===== config.mk =====
export PLATFORM = sky130hd
export DESIGN_NAME = uart_tx_fifo_drain
export DESIGN_NICKNAME = d
export VERILOG_FILES = /design/src/rtl/uart_pkg.sv /design/src/rtl/uart_baud_counter.sv /design/src/rtl/uart_tx_fifo_drain.sv
export SDC_FILE = /design/constraint.sdc
export NUM_CORES = 1
export LEC_CHECK = 0
export CORE_ASPECT_RATIO = 0.5
export CORE_MARGIN = 3
export CORE_UTILIZATION = 40
export CTS_CLUSTER_SIZE = 24
export DETAILED_ROUTE_END_ITERATION = 10
export SLEW_MARGIN = 20
export SYNTH_ARGS = -nofsm -noshare
export SYNTH_HDL_FRONTEND = slang
export SYNTH_SLANG_ARGS = --single-unit

===== constraint.sdc =====
create_clock -name clock -period 2.9 [get_ports clock]
set_clock_uncertainty 0.15 [all_clocks]
set_input_delay 0.58 -clock clock [delete_from_list [all_inputs] [get_ports clock]]
set_output_delay 0.58 -clock clock [all_outputs]
set_load 0.01 [all_outputs]

===== src/rtl/uart_pkg.sv =====
// Shared definitions for the UART transmit path: the state encoding,
// the default bit period, and a frame-length helper. The future receiver
// is expected to reuse these definitions.
package uart_pkg;

  // Transmitter states, 3-bit encoding
  typedef enum logic [2:0] {
    ST_IDLE   = 3'd0,
    ST_FETCH  = 3'd1,
    ST_LOAD   = 3'd2,
    ST_START  = 3'd3,
    ST_DATA   = 3'd4,
    ST_PARITY = 3'd5,
    ST_STOP   = 3'd6
  } tx_state_t;

  // 100 MHz system clock divided down to 115200 baud
  localparam int DEFAULT_CLKS_PER_BIT = 868;

  // Clock cycles from the falling start-bit edge to the return to idle
  function automatic int frame_cycles(input int clks_per_bit,
                                      input int parity_en,
                                      input int stop_bits);
    return (10 + parity_en + stop_bits - 1) * clks_per_bit;
  endfunction

endpackage


===== src/rtl/uart_baud_counter.sv =====
// Bit-period timer. Counts 0..TERMINAL-1 and raises tick during the last
// cycle of each period, wrapping back to zero on the following edge.
// Holding clear keeps the count at zero so a period starts cleanly.
module uart_baud_counter
  import uart_pkg::*;
#(
  parameter int TERMINAL = DEFAULT_CLKS_PER_BIT
) (
  input  logic clock,
  input  logic reset,
  input  logic clear,
  output logic tick
);

  localparam int WIDTH = (TERMINAL > 1) ? $clog2(TERMINAL) : 1;

  logic [WIDTH-1:0] count;

  assign tick = (count == WIDTH'(TERMINAL - 1));

  // Free-running period counter, held at zero while cleared
  always_ff @(posedge clock) begin
    if (reset || clear) begin
      count <= '0;
    end else if (tick) begin
      count <= '0;
    end else begin
      count <= count + 1'b1;
    end
  end

endmodule


===== src/rtl/uart_tx_fifo_drain.sv =====
// UART transmitter that drains a byte FIFO. Each frame pops exactly one
// byte and sends start, 8 data bits LSB first, optional parity, and one
// or two stop bits. Every output is a flop; the comb process only
// computes next values.
module uart_tx_fifo_drain
  import uart_pkg::*;
#(
  parameter int CLKS_PER_BIT = DEFAULT_CLKS_PER_BIT,
  parameter int PARITY_EN    = 0,
  parameter int PARITY_ODD   = 0,
  parameter int STOP_BITS    = 1
) (
  input  logic       clock,
  input  logic       reset,
  input  logic       tx_enable,
  input  logic [7:0] fifo_data,
  input  logic       fifo_empty,
  output logic       fifo_read,
  output logic       tx,
  output logic       busy
);

  localparam logic USE_PARITY = (PARITY_EN != 0);
  localparam logic ODD_BIT    = (PARITY_ODD != 0);
  localparam logic TWO_STOP   = (STOP_BITS == 2);

  tx_state_t  state, state_next;
  logic [7:0] shift_reg, shift_next;
  logic       parity_acc, parity_next;
  logic [2:0] bit_idx, bit_next;
  logic       stop_idx, stop_next;
  logic       tx_next, read_next, busy_next;
  logic       baud_clear, bit_tick;

  // The bit timer only runs while a frame is on the line
  assign baud_clear = (state == ST_IDLE) || (state == ST_FETCH) || (state == ST_LOAD);

  uart_baud_counter #(
    .TERMINAL(CLKS_PER_BIT)
  ) baud (
    .clock(clock),
    .reset(reset),
    .clear(baud_clear),
    .tick (bit_tick)
  );

  // Next-state and next-output logic; registered below
  always_comb begin
    state_next  = state;
    shift_next  = shift_reg;
    parity_next = parity_acc;
    bit_next    = bit_idx;
    stop_next   = stop_idx;
    tx_next     = tx;
    busy_next   = busy;
    read_next   = 1'b0;

    case (state)
      ST_IDLE: begin
        tx_next   = 1'b1;
        busy_next = 1'b0;
        if (tx_enable && !fifo_empty) begin
          state_next = ST_FETCH;
          read_next  = 1'b1;
          busy_next  = 1'b1;
        end
      end

      ST_FETCH: begin
        state_next = ST_LOAD;
      end

      ST_LOAD: begin
        shift_next  = fifo_data;
        parity_next = ^fifo_data;
        bit_next    = 3'd0;
        stop_next   = 1'b0;
        tx_next     = 1'b0;
        state_next  = ST_START;
      end

      ST_START: begin
        if (bit_tick) begin
          tx_next    = shift_reg[0];
          shift_next = {1'b0, shift_reg[7:1]};
          bit_next   = 3'd0;
          state_next = ST_DATA;
        end
      end

      ST_DATA: begin
        if (bit_tick) begin
          if (bit_idx == 3'd7) begin
            bit_next  = 3'd0;
            stop_next = 1'b0;
            if (USE_PARITY) begin
              tx_next    = parity_acc ^ ODD_BIT;
              state_next = ST_PARITY;
            end else begin
              tx_next    = 1'b1;
              state_next = ST_STOP;
            end
          end else begin
            tx_next    = shift_reg[0];
            shift_next = {1'b0, shift_reg[7:1]};
            bit_next   = bit_idx + 3'd1;
          end
        end
      end

      ST_PARITY: begin
        if (bit_tick) begin
          tx_next    = 1'b1;
          stop_next  = 1'b0;
          state_next = ST_STOP;
        end
      end

      ST_STOP: begin
        tx_next = 1'b1;
        if (bit_tick) begin
          if (!TWO_STOP || stop_idx) begin
            stop_next  = 1'b0;
            busy_next  = 1'b0;
            state_next = ST_IDLE;
          end else begin
            stop_next = 1'b1;
          end
        end
      end

      default: begin
        tx_next    = 1'b1;
        busy_next  = 1'b0;
        state_next = ST_IDLE;
      end
    endcase
  end

  // State and output registers; reset abandons any byte in flight
  always_ff @(posedge clock) begin
    if (reset) begin
      state      <= ST_IDLE;
      shift_reg  <= 8'd0;
      parity_acc <= 1'b0;
      bit_idx    <= 3'd0;
      stop_idx   <= 1'b0;
      tx         <= 1'b1;
      busy       <= 1'b0;
      fifo_read  <= 1'b0;
    end else begin
      state      <= state_next;
      shift_reg  <= shift_next;
      parity_acc <= parity_next;
      bit_idx    <= bit_next;
      stop_idx   <= stop_next;
      tx         <= tx_next;
      busy       <= busy_next;
      fifo_read  <= read_next;
    end
  end

endmodule


==> metrics.csv <==
stage;metric;value;unit
run_status;status;complete, no violations;
place;HPWL after DPL;1.811;mm
timing;Tcrit/Tclk final;79.36;%
floorplanning;I/O pins;15;
detailed_routing;drt pass-1 iters;4;
timing;Max Slew Vio Count;0;
clocking;Worst-path clk slew;90;ps
critical_path;CP endpoint kind;flop;
timing;Final setup viols;0;
critical_path;worst-path cell chain;ha_1 > or3b_4 > nor3_4 > and4bb_1 > nor3b_2 > a21o_1;
floorplanning;Die X;89.30;um
critical_path;CP max-delay cell;or3b_4;
yosys;Unique masters post-synth;47;
timing;fmax;434.5;MHz
pwr;Clk pwr share;29.5;%
global_route;initial antenna violation count;0;
yosys;Post-Syn Nets;161;
pwr;Internal Dissipation;0.5447;mW
clocking;CTS root buffer;clkbuf_8;
critical_path;WP data arrival;2380;ps
critical_path;element type at the critical path start;flop;
pwr;leakage power;0.6144;nW
clocking;clk_lat worst skew;280;ps
detailed_routing;DRC viols;0;
pwr;Peak VDD IR;0.0001941;V
pwr;net switching power figure;0.1866;mW
yosys;EDFF count, synth;0;
yosys;top cell type's share of synthesized area;38.95;%
timing;RSZ-0062 raised after global routing;no;
clocking;# resized after CTS;0;
clocking;CTS H-tree lvls;1;
yosys;post-synthesis register bit count;27;
yosys;Post-synth ARST share;0;%
yosys;Synth area leaders;dfxtp_1 (39%), nor2_1 (6.8%), mux2_2 (6.5%), mux2i_1 (5.0%), xnor2_1 (3.8%);
pwr;Pwr per Cell Area;459.5;mW/mm2
clocking;clock buffer depth;2;
critical_path;Critical Path Fanout Max;13;
detailed_routing;Vias/cell;5.323;
detailed_routing;Detail Route Antenna Nets;0;
yosys;Main synth FF type;dfxtp_1;
yosys;Synth Area per Inst;9.504;um2
finish;number of flip-flops in the largest register;10;
pwr;sw frac;25.52;%
finish;Net count, final;174;
timing;worst slew pin tran;537.4;ps
detailed_routing;via count;1054;
critical_path;CP required;2980;ps
floorplanning;Die ar.;0.004254;mm2
global_route;Total Routing Usage GR;13.52;%
yosys;Synth area leader;dfxtp_1;
place;Place WS;627.7;ps
finish;ANT cells;0;
global_route;first-pass GRT wire length;4.298;mm
clocking;post-CTS setup buffers;0;
floorplanning;row count;14;
timing;total negative slack;0;ps
timing;Hold Violations, Final;0;
global_route;vias in the first global route;912;
finish;layout cell share with drive strength beyond 1;15.19;%
place;# port buffers;14;
pwr;Flop pwr share;55.5;%
critical_path;max incr delay on CP;440;ps
detailed_routing;WL final;2.585;mm
yosys;Post-Synthesis Cell Area;0.001388;mm2
clocking;Sink Count;27;
floorplanning;core area;0.003153;mm2
timing;PnR worst setup slack;598.5;ps
timing;relative slew slack;64.06;%
critical_path;Crit Path Category;flop to flop;
global_route;largest net degree at the start of global routing;16;
detailed_routing;routed len/inst;13.06;um
place;global placer's final weighted congestion;0.7618;
yosys;Post-Syn Instances;146;
clocking;CTS tree;built;
yosys;synth warn;0;
detailed_routing;initial DRC count;30;
global_route;global route total overflow;0;
floorplanning;Die Y;47.65;um
run;total of max-cap violations;0;
timing;post-layout minimum cycle time;2302;ps
finish;Synth-to-Final Area Change;14.70;%
yosys;post-synthesis sequential area ratio;38.95;%
floorplanning;Initial Utilization;44.01;%
clocking;# hold bufs at CTS;0;
clocking;Inserted Clock Buffers;3;
min_path;Hold/Removal Path Class;flop to flop;
pwr;Comb power frac;15.1;%
## critical path: cells and delay by family, from the launching register on
family          cells  cell delay [ps]
fa+ha+maj           1              260
simple gates        4             1370
compound gates      1               90
flops               1              390
## power groups by stage
stage / clock (mW) / combinational [mW] / sequential (mW)
final: 0.215 / 0.110 / 0.406
after detailed placement: 0 / 0.111 / 0.414
after floorplan: 0 / 0.0818 / 0.406
after global routing: 0.238 / 0.123 / 0.408
after CTS: 0.229 / 0.111 / 0.405
after global placement: 0 / 0.110 / 0.413
## per-stage QoR
step                power [mW]  area [um2]  hold slack, ps  util [%]  cells
global route            0.7690        1592           360.6     50.48    198
finish                  0.7312        1592           327.6     50.48    198
floorplan               0.4877        1388           279.9         -    146
CTS                     0.7453        1592           334.6     50.48    198
global placement        0.5231        1545           291.9     49.01    194
detailed placement      0.5247        1545           311.7     49.01    194
## cell usage after synthesis, types with 3 or more instances
cell      n
nand3_1   5
xnor2_1   6
mux2i_1   7
ha_1      3
nor2_1   25
a21oi_1   4
inv_1     5
nor2b_1   3
nand2_1   7
mux2_2    8
dfxtp_1  27
## routing by layer
layer | GRT usage, % | routed length, um | up-vias
met4 | 3.561 | 13 | 0
met3 | 5.155 | 83 | 2
met1 | 18.91 | 1331 | 500
met5 | 0 | 0 | -
li1 | - | - | 542
met2 | 19.62 | 1156 | 10
## cell families (layout without fill, tap and decap cells)
logic type / Yosys count / after routing / synth area share (%)
fa+ha+maj: 3 / 3 / 2.705
compound gates: 26 / 26 / 15.51
xor+xnor: 8 / 8 / 5.050
buf+inv: 13 / 25 / 4.780
simple gates: 54 / 54 / 21.46
flops: 27 / 27 / 38.95
mux: 15 / 15 / 11.54
## layout by cell type, fill, tap and decap left out, types with 3 or more instances in the layout
cell             instances
nand3_1                  5
nor2_1                  25
nand2_1                  7
mux2_2                   8
clkbuf_8                 3
nor2b_1                  3
clkdlybuf4s50_1         14
a21oi_1                  4
xnor2_1                  6
inv_1                    5
dfxtp_1                 27
ha_1                     3
mux2i_1                  7
## final timing paths
check                startpoint             to  slack [ps]  cells past startpoint
hold reg to reg   baud.count[0]  baud.count[0]         330                      1
hold / removal    baud.count[0]  baud.count[0]         330                      1
setup / recovery  baud.count[0]     bit_idx[0]         600                      6
setup reg to reg  baud.count[0]     bit_idx[0]         600                      6
## final cells by class
class                   instances  area [um2]
fillers                       300        1562
multi-input cells             106       780.7
flip-flops and latches         27       540.5
repair buffers                 16       155.1
well taps                      40       50.05
clock buffers                   3       41.29
inverters                       5       18.77
clock inverters                 1       5.005
Note: power is estimated with default switching activity, not from simulation.
